File: src/rtl/exu_posu_wb_ctl_pkg.sv
// exu_posu_wb_ctl_pkg: shared veer_types package with the writeback entry type and the posit NaR encoding.
package veer_types;
  localparam logic [31:0] POSIT_NAR = 32'h8000_0000;
  typedef struct packed {
    logic [4:0]  rd;
    logic [31:0] data;
    logic        done;
  } posu_wb_entry_t;
endpackage

File: src/rtl/exu_posu_wb_ctl.sv
// exu_posu_wb_ctl: in-order posit result writeback queue with flush drop tracking.
// Optional combinational finish-to-writeback bypass under RV_POSU_WB_BYPASS_EN.
module exu_posu_wb_ctl
  import veer_types::*;
#(
  parameter int DEPTH = 2
) (
  input  logic        clk,
  input  logic        rst_l,
  input  logic        issue_valid,
  input  logic [4:0]  issue_rd,
  output logic        issue_stall,
  input  logic        posu_finish,
  input  logic [31:0] posu_out,
  input  logic        flush,
  input  logic        wb_ready,
  output logic        wb_valid,
  output logic [4:0]  wb_rd,
  output logic [31:0] wb_data,
  output logic        wb_nar
);
  localparam int PW = $clog2(DEPTH);
  localparam int CW = PW + 1;
  localparam logic [CW-1:0] FULL = CW'(DEPTH);
  posu_wb_entry_t ent_q [DEPTH];
  posu_wb_entry_t ent_d [DEPTH];
  logic [PW-1:0] wr_ptr_q, wr_ptr_d, fill_ptr_q, fill_ptr_d, rd_ptr_q, rd_ptr_d;
  logic [CW-1:0] count_q, count_d;
  logic drop_pend_q, drop_pend_d;
  logic pend, alloc, fill, retire, byp, reg_valid;
  assign pend        = fill_ptr_q != wr_ptr_q;
  assign issue_stall = count_q == FULL;
  assign reg_valid   = ent_q[rd_ptr_q].done;
`ifdef RV_POSU_WB_BYPASS_EN
  assign byp = posu_finish & pend & ~drop_pend_q & ~flush & (count_q == CW'(1));
`else
  assign byp = 1'b0;
`endif
  assign wb_valid = reg_valid | byp;
  assign wb_rd    = wb_valid ? ent_q[rd_ptr_q].rd : '0;
  assign wb_data  = byp ? posu_out : (wb_valid ? ent_q[rd_ptr_q].data : '0);
  assign wb_nar   = wb_valid & (wb_data == POSIT_NAR);
  assign alloc    = issue_valid & ~issue_stall;
  assign retire   = wb_valid & wb_ready;
  assign fill     = posu_finish & pend & ~drop_pend_q;
  always_comb begin
    ent_d       = ent_q;
    wr_ptr_d    = wr_ptr_q;
    fill_ptr_d  = fill_ptr_q;
    rd_ptr_d    = rd_ptr_q;
    count_d     = count_q;
    drop_pend_d = drop_pend_q;
    if (flush) begin
      for (int i = 0; i < DEPTH; i++) ent_d[i].done = 1'b0;
      wr_ptr_d    = '0;
      fill_ptr_d  = '0;
      rd_ptr_d    = '0;
      count_d     = '0;
      // an op still in flight after the flush must have its finish swallowed
      drop_pend_d = pend ? (~posu_finish | drop_pend_q) : (drop_pend_q & ~posu_finish);
    end else begin
      if (alloc) begin
        ent_d[wr_ptr_q].rd   = issue_rd;
        ent_d[wr_ptr_q].done = 1'b0;
        wr_ptr_d             = wr_ptr_q + PW'(1);
      end
      if (fill) begin
        if (!(byp & wb_ready)) begin
          ent_d[fill_ptr_q].data = posu_out;
          ent_d[fill_ptr_q].done = 1'b1;
        end
        fill_ptr_d = fill_ptr_q + PW'(1);
      end
      if (retire) begin
        ent_d[rd_ptr_q].done = 1'b0;
        rd_ptr_d             = rd_ptr_q + PW'(1);
      end
      if (drop_pend_q & posu_finish) drop_pend_d = 1'b0;
      count_d = count_q + CW'(alloc) - CW'(retire);
    end
  end
  always_ff @(posedge clk) begin
    if (!rst_l) begin
      for (int i = 0; i < DEPTH; i++) ent_q[i] <= '0;
      wr_ptr_q    <= '0;
      fill_ptr_q  <= '0;
      rd_ptr_q    <= '0;
      count_q     <= '0;
      drop_pend_q <= 1'b0;
    end else begin
      ent_q       <= ent_d;
      wr_ptr_q    <= wr_ptr_d;
      fill_ptr_q  <= fill_ptr_d;
      rd_ptr_q    <= rd_ptr_d;
      count_q     <= count_d;
      drop_pend_q <= drop_pend_d;
    end
  end
endmodule
File: config.mk
export PLATFORM = sky130hd
export DESIGN_NAME = exu_posu_wb_ctl
export DESIGN_NICKNAME = d
export VERILOG_FILES = /design/src/rtl/exu_posu_wb_ctl_pkg.sv /design/src/rtl/exu_posu_wb_ctl.sv
export SDC_FILE = /design/constraint.sdc
export NUM_CORES = 1
export LEC_CHECK = 0
export ABC_CLOCK_PERIOD_IN_PS = 2800
export CAP_MARGIN = 10
export CORE_UTILIZATION = 50
export DETAILED_ROUTE_END_ITERATION = 16
export MAX_ROUTING_LAYER = met4
export PLACE_DENSITY = 0.78
export SYNTH_ARGS = -nofsm -noshare
export SYNTH_HDL_FRONTEND = slang
export SYNTH_SLANG_ARGS = --single-unit
File: constraint.sdc
create_clock -name clk -period 2.8 [get_ports clk]
set_clock_uncertainty 0.2 [all_clocks]
set_input_delay 0.42 -clock clk [delete_from_list [all_inputs] [get_ports clk]]
set_output_delay 0.42 -clock clk [all_outputs]
set_load 0.02 [all_outputs]
* Word level (Yosys, flattened, before mapping) *
Index checks and enable logic that the tools add are counted.

operators by class
  $add $sub $neg = 5
  magnitude comparators = 6
  eq/ne operators = 3
  muxes and demuxes = 28
  bitwise gates (word level) = 15
  reduce and logical (&&, ||, !) cells = 5

operators with widths
  kind                    count
  $bwmux W76              5
  $mux W76                5
  $demux W38 S1           5
  $mux W38                4
  $mux W33                1
  $eq A32 B32 Y1 const B  1
  $mux W32                1
  $and A1 B1 Y1           7
  $ge A2 B2 Y1 const B    3
  $lt A2 B1 Y1 const B    3
  $mux W1                 6
  $not A1 Y2              3
  $mux W5                 1
  $not A1 Y1              4
  $add A1 B1 Y1 const B   3
  $logic_and A1 B1 Y1     3
  $add A2 B1 Y2           1
  $eq A2 B2 Y1 const B    1
  $reduce_bool A2 Y1      1
  $reduce_or A2 Y1        1
  $sub A2 B1 Y2           1
  $ne A1 B1 Y1            1
  $or A1 B1 Y1            1

storage, ports and cells
  flip-flop bits (word level) = 82
  bits of input ports = 43
  output and inout port bits = 40
  word-level logic and storage cells = 73

* Logic depth before layout (Yosys ltp) *
Gate-level depths: netlist of run 1.

  depth after elaboration = 15
  gate-level depth with buffers = 9
  gate-level depth less buffers = 8

* Least setup slack after synthesis of run 1 *
OpenSTA, ideal clock, no wires.

  path type = reg-to-output
  start = reg rd_ptr_q
  end = out wb_nar
  data arrival time = 1675 ps
  data required time = 2180 ps
  setup slack = 505 ps
  cell stages (with the launch flop) = 6
  buffers on the path = 1
  cells stage by stage = dfxtp_1 > buf_6 > o21ai_0 > nor4b_1 > nand3_1 > nor3_2

on the way
  longest elaborated chain between the ends = 7

RTL lines
  item                                          RTL line                                      text
  start, declared                               exu_posu_wb_ctl.sv:27                         logic [PW-1:0] wr_ptr_q, wr_ptr_d, fill_ptr_q, fill_ptr_d, rd_ptr_q, rd_ptr_d;
  start signal, assigned                        exu_posu_wb_ctl.sv:94                         rd_ptr_q <= rd_ptr_d;
  $not A1 Y2 (not written as such)              exu_posu_wb_ctl.sv:33, exu_posu_wb_ctl.sv:41
  $mux W38 (not written as such) (3 in series)  exu_posu_wb_ctl.sv:41                         assign wb_data = byp ? posu_out : (wb_valid ? ent_q[rd_ptr_q].data : '0);
  $mux W32                                      exu_posu_wb_ctl.sv:41
  via wb_data[31]                               exu_posu_wb_ctl.sv:19                         output logic [31:0] wb_data,
  $eq A32 B32 Y1                                exu_posu_wb_ctl.sv:42                         assign wb_nar = wb_valid & (wb_data == POSIT_NAR);
  $and A1 B1 Y1                                 exu_posu_wb_ctl.sv:42
  end, declared                                 exu_posu_wb_ctl.sv:20                         output logic wb_nar

The timed path passes the listed nets, and every way through them passes these cells. The select of a mux whose other input is x is not followed.

* Worst setup path after layout of run 1 *
  start = reg rd_ptr_q
  end = out wb_data[17]

on the way
  longest elaborated chain between the ends = 5

RTL lines
  item                                          RTL line
  $not A1 Y2 (not written as such)              exu_posu_wb_ctl.sv:33, exu_posu_wb_ctl.sv:41
  $mux W38 (not written as such) (3 in series)  exu_posu_wb_ctl.sv:41
  $mux W32                                      exu_posu_wb_ctl.sv:41
  end, declared                                 exu_posu_wb_ctl.sv:19

No other way between the ends. The select of a mux whose other input is x is not followed.

==> metrics, run 1 <==
post-layout min period 2.72 ns; Post-synth top cells 152 x nand2_1, 82 x dfxtp_1, 46 x a21boi_0, 31 x mux2i_1, 29 x nor2_1; grt total ovfl 0; drt wl/cell 14.7 um; Sink Count 82; met3 WL post-DR 518 um; setup violators final 0; Syn Area/Cell 8.08 um^2; Initial Util 0.516; Tcrit/Tclk final 0.972; Setup CP Type register to primary output; initial antenna violation count 0; reg-to-reg slack, setup 0.42 ns; Worst slew margin 0.601; Placer Congestion 0.888; fillers 667; Placement Cell Area 4820 um^2; Synth area leaders dfxtp_1 41%, nand2_1 14%, a21boi_0 8.7%, mux2i_1 7.8%, a21boi_1 3.6%; CP startpoint kind register; cell accounting for the most synthesized area dfxtp_1; Crit path max-delay family buffers and inverters; Worst path max stage delay 0.53 ns; clock latency on the worst-skew pair 0.34 ns; global-route wire length before repair 16.3 mm; post-synthesis sequential area ratio 0.414; die footprint 8290 um^2; CTS buffer count 9; post-placement setup slack 0.139 ns; DR top layer met4; Antenna Nets Post-Route 0; worst hold margin 0.260 ns; # DRC 0; final WL 9.84 mm; number of synthesized register bits 82; PnR Total Power 2.40 mW; Final Hold Vio Count 0; Layout area overhead 28.2%; TritonCTS clock tree done; cells after synthesis 491; pin count of the biggest net entering global routing 76; FFs w/ async S/R, synth 0; worst-margin pin slew 0.599 ns; Longest Clk Path Bufs 2; Via Count 3532; count leader, synth nand2_1; Synth Flop Type dfxtp_1; buffers inserted by post-CTS timing repair 0; Power per Cell Area 472 nW/um^2; Finished Layout Cells 670; DR WL met2 4.65 mm; Layout Utilization 0.661; total core area 7690 um^2; CP endpoint kind primary output; Worst Hold Class register to register; number of I/O pins 83; critical path cell sequence buf_12 -> mux2i_4 -> buf_4 -> nor2_1 -> clkdlybuf4s50_1; # rows 32; Root Buffer clkbuf_8; Clock Pin Slew Worst Setup and Hold Paths 0.08 ns; number of port buffers 82; Netlist cell types 39; Warnings, synthesis 0; area of the mapped netlist 3970 um^2; Synth Net Count 536; share of layout cells above drive strength 1 0.0739; nets 608; initial DRC count 206; final worst setup slack 0.0792 ns; leakage power 1.70 nW; Fmax achieved 0.368 GHz; vias per cell 5.27; CTS Hold Buffers Added 0; Final Max Tran Viols 0; setup TNS 0 ns; Post-DP HPWL 6.50 mm; max cap viols 0; ant diodes 0; vias in the first global route 3416; H-Tree Depth 3; met1 WL 4.47 mm; Synth top area share 0.414; RSZ-0062 raised after global routing false; global-route usage over all layers 0.253; CP max FO 31; worst vdd ir 369 uV; Chip Width 91.1 um; fin area 5080 um^2; Critical path buffers and inverters 3; CP Data Required Time 2.18 ns; Post-synth EDFFs 0; TritonRoute pass-1 iters 4; status finished, final reports clean; placed instance count 653; Arrival @ worst endpoint 2.10 ns; Die Y 91.1 um; slowest cell on the critical path clkdlybuf4s50_1
## where the power goes
part / total, mW / switching (mW) / internal (mW)
combinational: 0.168 / 0.0717 / 0.0962
sequential: 1.19 / 0.0113 / 1.18
clock: 1.04 / 0.419 / 0.620
## placed cells by master (no fill, tap or decap), types with 3 or more instances in the layout
master / instances
buf_4: 13
bufinv_16: 3
nand2_1: 152
nor2_1: 29
o21ai_0: 17
clkdlybuf4s50_1: 80
nand3_1: 21
a21boi_1: 19
a21boi_0: 46
clkbuf_8: 10
a21oi_1: 6
nand2b_1: 3
dfxtp_1: 81
inv_1: 3
nor4_1: 5
mux2i_1: 30
nor2b_1: 11
## cell families (layout without fill, tap and decap cells)
family,after synthesis,in the layout,share of synthesized area
XOR/XNOR,4,4,0.00884
multiplexers,31,31,0.0783
flip-flops,82,82,0.414
AND/OR/NAND/NOR,236,236,0.263
AO/OA/AOI/OAI,95,95,0.168
buffers and inverters,41,118,0.0618
adder cells (fa/ha/maj),2,2,0.00631
## tightest hold or removal path, cell delays in order, from the launching register on
cell,delay [ns]
dfxtp_1,0.32
nand2_1,0.05
a21boi_1,0.05
## routing by layer
layer,GRT usage,up-vias
met5,-,-
met4,0.0794,0
met3,0.0469,19
met2,0.419,99
met1,0.315,1638
li1,-,1776
## area by class of cell
class                   instances  area, um^2  share of cell area
well taps                     102         128              0.0251
inverters                       4        15.0             0.00295
clock inverters                 4        98.8              0.0194
clock buffers                  12         145              0.0286
flip-flops and latches         82        1650               0.324
repair buffers                 98         960               0.189
multi-input cells             368        2090               0.411
## timing repair
item | CTS | global route
endpoints found under the hold margin | 0 | 0
gates cloned | 0 | 1
endpoints found under the setup margin | 22 | 22
pin swaps | 0 | 1
resized for setup | 2 | 6
## worst paths after layout
kind,startpoint,to,cells after the start
max,rd_ptr_q$_SDFFE_PP0P_,wb_data[17],5
min,register,register,2
max reg2reg,rd_ptr_q$_SDFFE_PP0P_,count_q[1]$_SDFF_PP0_,10
min reg2reg,register,register,2
Note: power is estimated with default switching activity, not from simulation.
==> run 2, diff against run 1 <==
--- a/config.mk
+++ b/config.mk
@@ -7,10 +7,10 @@
 export LEC_CHECK = 0
 export ABC_CLOCK_PERIOD_IN_PS = 2800
 export CAP_MARGIN = 10
-export CORE_UTILIZATION = 50
+export CORE_UTILIZATION = 51
 export DETAILED_ROUTE_END_ITERATION = 16
 export MAX_ROUTING_LAYER = met4
-export PLACE_DENSITY = 0.78
+export PLACE_DENSITY = 0.8
 export SYNTH_ARGS = -nofsm -noshare
 export SYNTH_HDL_FRONTEND = slang
 export SYNTH_SLANG_ARGS = --single-unit
==> run 2 against run 1 <==
Clock power is 13% lower. First-iteration DRC count grew 36%. Combinational power hardly changed. Die area down 1.9%. Sequential share of layout area shrank 0.11 points. Cell count is 0.45% higher. Critical path depth unchanged. Non-clock buffer count up 6. Maximum frequency is 0.35% higher. Critical path type unchanged.
==> metrics, run 2 (same netlist as run 1, synthesis figures left out) <==
status finished, final reports clean; Post-DP HPWL 6.70 mm (+3.1%); pin count of the biggest net entering global routing 76 (unchanged); leakage power 1.72 nW (+0.98%); TritonRoute pass-1 iters 4 (unchanged); initial antenna violation count 0 (unchanged); post-layout min period 2.71 ns (-0.00944 ns); Power per Cell Area 445 nW/um^2 (-5.7%); clock latency on the worst-skew pair 0.35 ns (about the same); Arrival @ worst endpoint 2.09 ns (about the same); total core area 7370 um^2 (-4.1%); Root Buffer clkbuf_8; die footprint 8130 um^2 (-1.9%); setup TNS 0 ns (unchanged); Via Count 3608 (+2.2%); CTS Hold Buffers Added 0 (unchanged); max cap viols 0 (unchanged); slowest cell on the critical path clkdlybuf4s50_1; Worst Hold Class register to register; Final Hold Vio Count 0 (unchanged); setup violators final 0 (unchanged); global-route usage over all layers 0.267 (+0.0134); worst-margin pin slew 0.606 ns (+0.00687 ns); leading cell type in the layout, fill and taps excluded nand2_1; Chip Width 90.2 um (-0.96%); Initial Util 0.538 (+0.0222); drt wl/cell 15.1 um (+2.8%); final worst setup slack 0.0887 ns (+0.00944 ns); reg-to-reg slack, setup 0.43 ns (about the same); number of port buffers 82 (unchanged); post-placement setup slack 0.193 ns (+0.0539 ns); number of I/O pins 83 (unchanged); Longest Clk Path Bufs 2 (unchanged); nets 614 (+0.99%); vias per cell 5.36 (+1.7%); buffers inserted by post-CTS timing repair 0 (unchanged); grt total ovfl 0 (unchanged); RR Endpoint count_q[1]$_SDFF_PP0_; H-Tree Depth 3 (unchanged); Sink Count 82 (unchanged); CP startpoint kind register; # rows 31 (-3.1%); Worst slew margin 0.596 (-0.00458); Layout Utilization 0.691 (+0.0299); Worst path max stage delay 0.54 ns (about the same); FF-to-FF path depth 10 (unchanged); Fmax achieved 0.369 GHz (+0.35%); most frequent cells in the layout 152 x nand2_1, 81 x dfxtp_1, 80 x clkdlybuf4s50_1; Clock Pin Slew Worst Setup and Hold Paths 0.08 ns (about the same); Placer Congestion 0.845 (-4.9%); CTS buffer count 9 (unchanged); initial DRC count 280 (+36%); Tcrit/Tclk final 0.968 (-0.00337); share of layout cells above drive strength 1 0.0906 (+0.0166); CP max FO 30 (-3.2%); vias in the first global route 3602 (+5.4%); Final Max Tran Viols 0 (unchanged); fillers 601 (-9.9%); # DRC 0 (unchanged); Antenna Nets Post-Route 0 (unchanged); R2R Path Start rd_ptr_q$_SDFFE_PP0P_; final WL 10.2 mm (+3.2%); global-route wire length before repair 17.0 mm (+3.9%); CP Data Required Time 2.18 ns (about the same); Layout area overhead 28.4%; ant diodes 0 (unchanged); PnR Total Power 2.27 mW (-5.5%); TritonCTS clock tree done; Setup CP Type register to primary output; worst vdd ir 289 uV (-22%); Die Y 90.2 um (-0.96%); depth of the worst hold-timing path 2 (unchanged); critical path cell sequence buf_12 -> mux2i_4 -> buf_4 -> nor2_1 -> clkdlybuf4s50_1; CP endpoint kind primary output
==> run 2: report_power, final <==
| part | switching [mW] | internal (mW) |
|---|---|---|
| sequential | 0.0114 | 1.18 |
| combinational | 0.0736 | 0.0960 |
| clock | 0.441 | 0.464 |
==> run 2: how the worst max path moves through the flow <==
stage                     cells past startpoint                  start     endpoint
final                                         5  rd_ptr_q$_SDFFE_PP0P_  wb_data[26]
after global routing                          5   ent_q[38]$_SDFF_PP0_  wb_data[28]
after CTS                                     5  rd_ptr_q$_SDFFE_PP0P_  wb_data[22]
after detailed placement                      5               register       wb_nar
after global placement                        5               register       wb_nar
after floorplan                               5  rd_ptr_q$_SDFFE_PP0P_       wb_nar
==> run 2: worst max-delay path: cells and delay by family (launching register included) <==
kind	cells	cell delay, ns
buf+inv	3	0.97
flops	1	0.39
mux	1	0.31
simple gates	1	0.08
==> run 2: area by class of cell <==
cell class                 instances  area (um^2)  share of cell area
multi-input combinational        368         2100               0.413
clock buffer                      11          151              0.0297
inverter                           4         15.0             0.00295
sequential                        82         1640               0.323
timing repair buffer             104          996               0.196
clock inverter                     5         62.6              0.0123
tap                               99          124              0.0243
==> run 2: timing repair <==
| item | 4_1_cts | 5_1_grt |
|---|---|---|
| pin swaps | 1 | 0 |
| hold endpoints to repair | 0 | 0 |
| setup endpoints to repair | 1 | 26 |
| gates resized for setup | 1 | 13 |
| gates cloned | 0 | 1 |
==> run 2: per-layer routing <==
metal / routed length, um / vias to the layer above / part of all wire / GRT usage
li1: - / 1792 / - / -
met1: 4530 / 1691 / 0.45 / 0.328
met2: 4990 / 113 / 0.49 / 0.450
met3: 512 / 12 / 0.050 / 0.0448
met4: 126 / 0 / 0.012 / 0.0793
met5: 0 / - / 0 / -
==> run 2: per-stage QoR <==
| stage | hold WS, ns | cells | area (um^2) |
|---|---|---|---|
| 2_1_floorplan | 0.235 | 491 | 3970 |
| 3_3_place_gp | 0.243 | 656 | 4850 |
| 3_5_place_dp | 0.248 | 656 | 4850 |
| 4_1_cts | 0.258 | 672 | 5060 |
| 5_1_grt | 0.276 | 673 | 5090 |
| 6_report | 0.255 | 673 | 5090 |
==> run 3, diff against run 2 <==
--- a/config.mk
+++ b/config.mk
@@ -5,7 +5,7 @@
 export SDC_FILE = /design/constraint.sdc
 export NUM_CORES = 1
 export LEC_CHECK = 0
-export ABC_CLOCK_PERIOD_IN_PS = 2800
+export ABC_CLOCK_PERIOD_IN_PS = 2600
 export CAP_MARGIN = 10
 export CORE_UTILIZATION = 51
 export DETAILED_ROUTE_END_ITERATION = 16
==> constraint.sdc (replaced) <==
create_clock -name clk -period 2.6 [get_ports clk]
set_clock_uncertainty 0.2 [all_clocks]
set_input_delay 0.39 -clock clk [delete_from_list [all_inputs] [get_ports clk]]
set_output_delay 0.39 -clock clk [all_outputs]
set_load 0.02 [all_outputs]
==> run 3 against run 2 <==
Cell area rose by 2.8%. Combinational power rose by 9%. Die area did not move. Via count rose by 1.2%. Critical path type unchanged.
==> metrics, run 3 (same netlist as run 1, synthesis figures left out) <==
status finished, final reports clean; Longest Clk Path Bufs 2 (unchanged); leading cell type in the layout, fill and taps excluded nand2_1; number of I/O pins 83 (unchanged); die footprint 8130 um^2 (unchanged); worst vdd ir 280 uV (-3.0%); Initial Util 0.538 (unchanged); Placer Congestion 0.840 (-0.57%); max cap viols 0 (unchanged); initial DRC count 252 (-10%); leakage power 2.12 nW (+23%); post-layout min period 2.58 ns; placed instance count 666 (+1.5%); reg-to-reg slack, setup 0.31 ns (-0.12 ns); Clock Pin Slew Worst Setup and Hold Paths 0.08 ns (about the same); global-route wire length before repair 16.7 mm (-1.5%); worst hold margin 0.257 ns (+0.00222 ns); Post-DP HPWL 6.71 mm (+0.17%); share of layout cells above drive strength 1 0.114 (+0.0237); Die Y 90.2 um (unchanged); initial antenna violation count 0 (unchanged); Setup CP Type register to primary output; Worst Hold Class register to register; RSZ-0062 raised after global routing true; Chip Width 90.2 um (unchanged); nets 626 (+2.0%); grt total ovfl 0 (unchanged); vias per cell 5.33 (-0.61%); Layout area overhead 32.0%; Via Count 3650 (+1.2%); TritonCTS clock tree done; depth of the worst hold-timing path 2 (unchanged); RR Endpoint count_q[1]$_SDFF_PP0_; clock latency on the worst-skew pair 0.34 ns (about the same); Arrival @ worst endpoint 1.99 ns (-0.10 ns); CTS buffer count 9 (unchanged); Power per Cell Area 458 nW/um^2 (+3.0%); pin count of the biggest net entering global routing 76 (unchanged); most frequent cells in the layout 152 x nand2_1, 81 x dfxtp_1, 54 x clkdlybuf4s50_1; Final Hold Vio Count 0 (unchanged); Finished Layout Cells 685 (+1.8%); final WL 10.3 mm (+1.5%); Fmax achieved 0.388 GHz; worst-margin pin slew 0.601 ns (-0.00470 ns); setup violators final 0 (unchanged); CP endpoint kind primary output; # rows 31 (unchanged); Antenna Nets Post-Route 0 (unchanged); CP Data Required Time 2.01 ns (-0.17 ns); CP startpoint kind register; total core area 7370 um^2 (unchanged); global-route usage over all layers 0.265 (-0.00191); Sink Count 82 (unchanged); TritonRoute pass-1 iters 5 (+1); Tcrit/Tclk final 0.992; H-Tree Depth 3 (unchanged); ant diodes 0 (unchanged); CP max FO 18 (-40%); number of port buffers 82 (unchanged); R2R Path Start rd_ptr_q$_SDFFE_PP0P_; Final Max Tran Viols 0 (unchanged); FF-to-FF path depth 10 (unchanged); PnR Total Power 2.40 mW (+5.9%); drt wl/cell 15.1 um (-0.24%); Worst slew margin 0.599 (+0.00314); # DRC 0 (unchanged); vias in the first global route 3382 (-6.1%); Root Buffer clkbuf_8
run 3: layout make-up:
cell class                      count  area [um^2]
Timing Repair Buffer              116         1140
Fill cell                         606         2140
Clock buffer                       10          138
Multi-Input combinational cell    368         2110
Sequential cell                    82         1650
Clock inverter                      6         65.1
Inverter                            4         15.0
Tap cell                           99          124
run 3: per-layer routing:
layer	vias up	track usage	routed length [um]
met5	-	-	0
met3	10	0.0364	459
met4	0	0.0941	89
li1	1808	-	-
met1	1720	0.338	4660
met2	112	0.430	5110
run 3: where the power goes:
group          switching [mW]  leakage (nW)  internal, mW
clock network           0.459         0.103         0.472
logic                  0.0800          1.35         0.106
registers              0.0129         0.663          1.27
total                   0.552          2.12          1.85
run 3: worst max-delay path by stage:
stage,startpoint,endpoint,slack [ns]
after floorplan,rd_ptr_q$_SDFFE_PP0P_,wb_nar,0.33
after global placement,rd_ptr_q$_SDFFE_PP0P_,wb_nar,0.02
after detailed placement,rd_ptr_q$_SDFFE_PP0P_,wb_nar,-0.01
after CTS,rd_ptr_q$_SDFFE_PP0P_,wb_data[6],-0.06
after global routing,ent_q[38]$_SDFF_PP0_,wb_data[16],-0.05
final,rd_ptr_q$_SDFFE_PP0P_,wb_data[16],0.02
run 3: repair_timing:
item / 4_1_cts / 5_1_grt
hold buffers: 0 / 0
pin swaps: 1 / 2
endpoints found under the hold margin: 0 / 0
gates cloned: 1 / 0
setup buffers: 0 / 2
setup endpoints to repair: 25 / 23
gates resized for setup: 19 / 30
run 3: stage by stage:
stage / worst slack (ns) / utilization / instance area, um^2 / setup TNS (ns)
2_1_floorplan: 0.335 / - / 3970 / 0
3_3_place_gp: 0.0244 / 0.672 / 4950 / 0
3_5_place_dp: -0.0110 / 0.672 / 4950 / -0.0110
4_1_cts: -0.0555 / 0.699 / 5150 / -0.610
5_1_grt: -0.0473 / 0.710 / 5230 / -0.0913
6_report: 0.0195 / 0.710 / 5230 / 0
run 3: critical path: stages, from the launching register on:
cell             delay, ns
dfxtp_4               0.37
buf_6                 0.18
o21ai_0               0.33
buf_4                 0.17
clkdlybuf4s50_1       0.59
